[src/rtl/fixed_point_mult_arbiter.sv]
`default_nettype none
// ============================================================================
// Module   : fixed_point_mult_arbiter
// Brief    : Round-robin sharing of one pipelined signed Qm.n multiplier among
//            NUM_REQ requesters. Define FIXED_POINT_ARB_SAT_EN to saturate on
//            overflow; otherwise results wrap.
// Revision : 1.0 - initial release
// ============================================================================
module fixed_point_mult_arbiter #(
    parameter int NUM_REQ      = 4,
    parameter int WIDTH        = 32,
    parameter int Q            = 16,
    parameter int MULT_LATENCY = 3
) (
    input  logic                       clk,
    input  logic                       rst,
    input  logic [NUM_REQ-1:0]         req_valid,
    output logic [NUM_REQ-1:0]         req_ready,
    input  logic [NUM_REQ*WIDTH-1:0]   req_a,
    input  logic [NUM_REQ*WIDTH-1:0]   req_b,
    output logic [NUM_REQ-1:0]         rsp_valid,
    input  logic [NUM_REQ-1:0]         rsp_ready,
    output logic [NUM_REQ*WIDTH-1:0]   rsp_data,
    output logic [NUM_REQ-1:0]         rsp_overflow
);

    localparam int IW    = $clog2(NUM_REQ);
    localparam int PW    = 2 * WIDTH;
    localparam int DEPTH = (MULT_LATENCY > 1) ? MULT_LATENCY - 1 : 1;

    typedef enum logic [1:0] {
        ST_IDLE = 2'd0,
        ST_BUSY = 2'd1,
        ST_DONE = 2'd2
    } state_t;

    state_t                   state_q [NUM_REQ];
    state_t                   state_d [NUM_REQ];
    logic [IW-1:0]            ptr_q, ptr_d;
    logic [NUM_REQ-1:0]       eligible, grant_oh;
    logic [IW-1:0]            grant_idx;
    logic                     grant_any;
    logic [WIDTH-1:0]         s0_a, s0_b;
    logic [PW-1:0]            s0_prod;
    logic                     ret_valid;
    logic [IW-1:0]            ret_idx;
    logic [PW-1:0]            ret_prod;
    logic [PW-1:0]            ret_shift;
    logic                     ret_ovf;
    logic [WIDTH-1:0]         ret_data;
    logic [NUM_REQ*WIDTH-1:0] rsp_data_q, rsp_data_d;
    logic [NUM_REQ-1:0]       rsp_ovf_q, rsp_ovf_d;

    // Grants are suppressed while reset is held so req_ready reads 0.
    always_comb begin
        for (int i = 0; i < NUM_REQ; i++) begin
            eligible[i] = req_valid[i] && (state_q[i] == ST_IDLE) && !rst;
        end
    end

    always_comb begin : arb
        int cand;
        cand      = 0;
        grant_oh  = '0;
        grant_idx = '0;
        grant_any = 1'b0;
        for (int k = 0; k < NUM_REQ; k++) begin
            cand = int'(ptr_q) + k;
            if (cand >= NUM_REQ) cand = cand - NUM_REQ;
            if (!grant_any && eligible[cand]) begin
                grant_any      = 1'b1;
                grant_oh[cand] = 1'b1;
                grant_idx      = IW'(cand);
            end
        end
    end

    always_comb begin
        ptr_d = ptr_q;
        if (grant_any) begin
            ptr_d = (grant_idx == IW'(NUM_REQ - 1)) ? '0 : grant_idx + 1'b1;
        end
    end

    always_comb begin
        s0_a = '0;
        s0_b = '0;
        for (int i = 0; i < NUM_REQ; i++) begin
            if (grant_oh[i]) begin
                s0_a = req_a[i*WIDTH +: WIDTH];
                s0_b = req_b[i*WIDTH +: WIDTH];
            end
        end
    end

    // Sign-extended operands make the low PW bits of the product the signed result.
    assign s0_prod = {{WIDTH{s0_a[WIDTH-1]}}, s0_a} * {{WIDTH{s0_b[WIDTH-1]}}, s0_b};

    generate
        if (MULT_LATENCY > 1) begin : g_pipe
            logic [DEPTH-1:0] vld_q, vld_d;
            logic [IW-1:0]    idx_q  [DEPTH];
            logic [IW-1:0]    idx_d  [DEPTH];
            logic [PW-1:0]    prod_q [DEPTH];
            logic [PW-1:0]    prod_d [DEPTH];

            always_comb begin
                vld_d[0]  = grant_any;
                idx_d[0]  = grant_idx;
                prod_d[0] = s0_prod;
                for (int k = 1; k < DEPTH; k++) begin
                    vld_d[k]  = vld_q[k-1];
                    idx_d[k]  = idx_q[k-1];
                    prod_d[k] = prod_q[k-1];
                end
            end

            always_ff @(posedge clk or posedge rst) begin
                if (rst) vld_q <= '0;
                else     vld_q <= vld_d;
            end

            always_ff @(posedge clk) begin
                idx_q  <= idx_d;
                prod_q <= prod_d;
            end

            assign ret_valid = vld_q[DEPTH-1];
            assign ret_idx   = idx_q[DEPTH-1];
            assign ret_prod  = prod_q[DEPTH-1];
        end else begin : g_nopipe
            assign ret_valid = grant_any;
            assign ret_idx   = grant_idx;
            assign ret_prod  = s0_prod;
        end
    endgenerate

    // Result fits only if every bit above the WIDTH-1 sign position matches it.
    assign ret_shift = $signed(ret_prod) >>> Q;
    assign ret_ovf   = !((&ret_shift[PW-1:WIDTH-1]) || !(|ret_shift[PW-1:WIDTH-1]));

`ifdef FIXED_POINT_ARB_SAT_EN
    assign ret_data = !ret_ovf          ? ret_shift[WIDTH-1:0] :
                      ret_shift[PW-1]   ? {1'b1, {(WIDTH-1){1'b0}}} :
                                          {1'b0, {(WIDTH-1){1'b1}}};
`else
    assign ret_data = ret_shift[WIDTH-1:0];
`endif

    always_comb begin
        rsp_data_d = rsp_data_q;
        rsp_ovf_d  = rsp_ovf_q;
        for (int i = 0; i < NUM_REQ; i++) begin
            state_d[i] = state_q[i];
            case (state_q[i])
                ST_IDLE: if (grant_oh[i])  state_d[i] = ST_BUSY;
                ST_BUSY: state_d[i] = ST_BUSY;
                ST_DONE: if (rsp_ready[i]) state_d[i] = ST_IDLE;
                default: state_d[i] = ST_IDLE;
            endcase
            // Retire wins over the grant so a single-stage pipeline lands in DONE.
            if (ret_valid && (ret_idx == IW'(i))) begin
                state_d[i]                   = ST_DONE;
                rsp_data_d[i*WIDTH +: WIDTH] = ret_data;
                rsp_ovf_d[i]                 = ret_ovf;
            end
        end
    end

    always_ff @(posedge clk or posedge rst) begin
        if (rst) begin
            ptr_q      <= '0;
            rsp_data_q <= '0;
            rsp_ovf_q  <= '0;
            for (int i = 0; i < NUM_REQ; i++) state_q[i] <= ST_IDLE;
        end else begin
            ptr_q      <= ptr_d;
            rsp_data_q <= rsp_data_d;
            rsp_ovf_q  <= rsp_ovf_d;
            state_q    <= state_d;
        end
    end

    always_comb begin
        for (int i = 0; i < NUM_REQ; i++) rsp_valid[i] = (state_q[i] == ST_DONE);
    end

    assign req_ready    = grant_oh;
    assign rsp_data     = rsp_data_q;
    assign rsp_overflow = rsp_ovf_q;

endmodule
`default_nettype wire

[config.mk]
export PLATFORM = sky130hd
export DESIGN_NAME = fixed_point_mult_arbiter
export DESIGN_NICKNAME = d
export VERILOG_FILES = /design/src/rtl/fixed_point_mult_arbiter.sv
export SDC_FILE = /design/constraint.sdc
export NUM_CORES = 2
export LEC_CHECK = 0
export CAP_MARGIN = 20
export CORE_UTILIZATION = 35
export CTS_CLUSTER_DIAMETER = 150
export DETAILED_ROUTE_END_ITERATION = 6
export DONT_BUFFER_PORTS = 1
export GPL_ROUTABILITY_DRIVEN = 0
export HOLD_SLACK_MARGIN = 0.05
export SYNTH_ARGS = -nofsm -noshare
export SYNTH_HDL_FRONTEND = slang
export SYNTH_SLANG_ARGS = --single-unit
[constraint.sdc]
create_clock -name clk -period 28.9 [get_ports clk]
set_input_delay 5.78 -clock clk [delete_from_list [all_inputs] [get_ports clk]]
set_output_delay 5.78 -clock clk [all_outputs]
set_load 0.03 [all_outputs]
==> flow_summary.json <==
{
  "clock_latency_ns": 0.54,
  "worst_setup_path_start_kind": "input pin",
  "async_flop_share_pct": 59.02,
  "io_buffers": 0,
  "skew_ns": 0.01386,
  "synth-compound-area-share_pct": 6.614,
  "hold_buffers": 0,
  "fin_tns_setup_ns": 0,
  "synth_fp_nets": 6563,
  "post_dp_cell_area_um2": 47570,
  "cts.clk_slew.worst_paths_ns": 0.07,
  "grt_pass1_vias": 37730,
  "overflow": 0,
  "cts_buffers": 25,
  "min_period_ns": 17.63,
  "clock-sinks": 244,
  "path_buf_inv": 9,
  "post_cts_resized": 0,
  "wl_per_cell_um": 22.28,
  "path_common_cell": "fa_1",
  "cts_tree": "built",
  "synth_cell_types": 80,
  "die_y_um": 362.6,
  "tightest_slew_ns": 1.216,
  "synthXorXnorAreaFrac_pct": 1.212,
  "post_cts_buffers": 0,
  "slowest_stage": "fa_1",
  "syn_inst": 5028,
  "via_per_inst": 5.218,
  "grt_pass1_wl_um": 227000,
  "routed_wl_um": 148000,
  "layout_common_cells": "fa_1, inv_1, nand2_1",
  "core-area_um2": 128300,
  "start_util_pct": 35.46,
  "syn2layout_area_growth_pct": 6.416,
  "grt_max_degree": 88,
  "yosys.area_share.simple_pct": 14.74,
  "finalCritPeriodShare_pct": 61.01,
  "grtUsageTotal_pct": 22.87,
  "layout-drive-gt1-share_pct": 5.832,
  "drtIter0Drc": 3010,
  "die_area_um2": 131500,
  "synth_top_family_by_area": "adder cells",
  "drt_first_pass_iters": 7,
  "syn-cell-area_um2": 45510,
  "avgSynthCellArea_um2": 9.052,
  "critical_path_class": "in -> reg",
  "vias": 34660,
  "final_common_cell": "fa_1",
  "die_x_um": 362.6,
  "hpwl_um": 116800,
  "synth-warning-count": 0,
  "antenna_left": 0,
  "cpPeakStageDelay_ns": 0.89,
  "drc": 4,
  "endpoint_kind": "flop",
  "pin_count": 406,
  "worstPathArrival_ns": 18.09,
  "worstPathRequired_ns": 29.36,
  "synth_ff_type": "dfrtp_1",
  "synth-adder-area-share_pct": 52.72,
  "max_cap_violations": 0,
  "hold_path_class": "reg -> reg",
  "hold_viol": 0,
  "setup_violations": 0,
  "relSlewSlack_pct": 18.93,
  "cp_max_fo": 61,
  "row_count": 131,
  "fin_area_um2": 48430,
  "grt_antenna_before_repair": 12,
  "fillers": 12930,
  "final_nets": 6423,
  "ys_seq_area_share_pct": 12.32,
  "ys_ff_latch": 244,
  "clockRootBuffer": "clkbuf_16",
  "clock_path_buffers": 3,
  "fmax_mhz": 56.71,
  "violations": "DRC",
  "cts_max_level": 1,
  "report.final.slew_viol_count": 0,
  "status": "finished with violations",
  "synth_mux_area_share_pct": 1.779,
  "synth_edf_count": 0,
  "path_delay_family": "adder cells",
  "grt_setup_unrepaired": "false"
}
==> cells by family (layout without fill, tap and decap cells) <==
family | Yosys count | count (layout)
compound gates | 479 | 479
xor+xnor | 63 | 63
fa+ha+maj | 1269 | 1269
buf+inv | 1284 | 1160
flops | 244 | 244
mux | 69 | 69
other cells | 0 | 10
simple gates | 1620 | 1620
==> cell usage after synthesis, drive strengths merged (25+ instances only) <==
cell type,count,area (um^2)
fa,1081,21640
inv,1024,3844
nand2,805,3022
nor2,552,2072
clkbuf,237,889.6
ha,188,2352
a21oi,184,928.4
dfrtp,144,3603
o21ai,107,535.5
dfxtp,100,2002
nand3,75,375.4
mux2,65,732.0
o21a,46,345.3
a21o,42,315.3
xnor2,41,359.1
and2,34,212.7
nand2b,31,193.9
or2,25,156.4
==> per-stage QoR <==
step                      utilization, %  worst slack (ns)  hold WS [ns]  cells
after floorplan                        -             10.47        0.3096   5028
after global placement             37.06             11.00        0.3122   6589
after detailed placement           37.07             10.78        0.3121   6590
after CTS                          37.72             11.34        0.3158   6633
after global routing               37.72             10.55        0.3226   6635
final                              37.74             11.27        0.3170   6643
==> worst register-to-register path, delay by kind of cell, from the launching register on <==
| family | cells | cell delay [ns] |
|---|---|---|
| buf+inv | 7 | 2.17 |
| flops | 1 | 0.71 |
| xor+xnor | 1 | 0.15 |
| simple gates | 3 | 0.81 |
| fa+ha+maj | 10 | 4.81 |
| compound gates | 15 | 4.49 |
==> area by class of cell <==
type / count / area, um^2 / share of cell area, %
sequential: 244 / 5605 / 11.57
clock buffer: 30 / 695.7 / 1.436
multi-input combinational: 3500 / 35250 / 72.77
inverter: 1024 / 3851 / 7.951
clock inverter: 13 / 140.1 / 0.2893
tap: 1729 / 2163 / 4.467
antenna: 10 / 25.02 / 0.05167
timing repair buffer: 93 / 705.7 / 1.457
==> state kept, by name, summed over array words and instances (netlist names) <==
| name | flops |
|---|---|
| g_pipe.prod_d | 48 |
| ret_prod | 48 |
| state_q | 8 |
| rsp_overflow | 4 |
| ret_idx | 2 |
| ptr_q | 2 |
| g_pipe.vld_q | 2 |
| rsp_data | 128 |
| g_pipe.idx_d | 2 |
==> worst paths after layout <==
check	start	to	slack [ns]	depth (start not counted)
worst max-delay path	rst	g_pipe.prod_d[63]	11.27	38
worst min-delay path	g_pipe.prod_d[47]	ret_prod[47]	0.32	0
worst max register to register	ptr_q[0]	g_pipe.prod_d[60]	15.65	36
worst min register to register	g_pipe.prod_d[47]	ret_prod[47]	0.32	0
max in group asynchronous	rst	rsp_data[98]	22.28	2
min in group asynchronous	rst	rsp_data[50]	5.22	1
==> metal layers <==
| layer | GRT usage, % | part of all wire, % | vias up |
|---|---|---|---|
| met1 | 26.47 | 36 | 17840 |
| met3 | 4.823 | 8.3 | 522 |
| met5 | 0 | 0.036 | - |
| met2 | 39.46 | 49 | 1596 |
| met4 | 12.41 | 6.5 | 8 |
| li1 | - | - | 14700 |
Power is left out: the tool's default activity adds up to more than one toggle a clock period on the data nets, which glitch-free logic cannot reach.
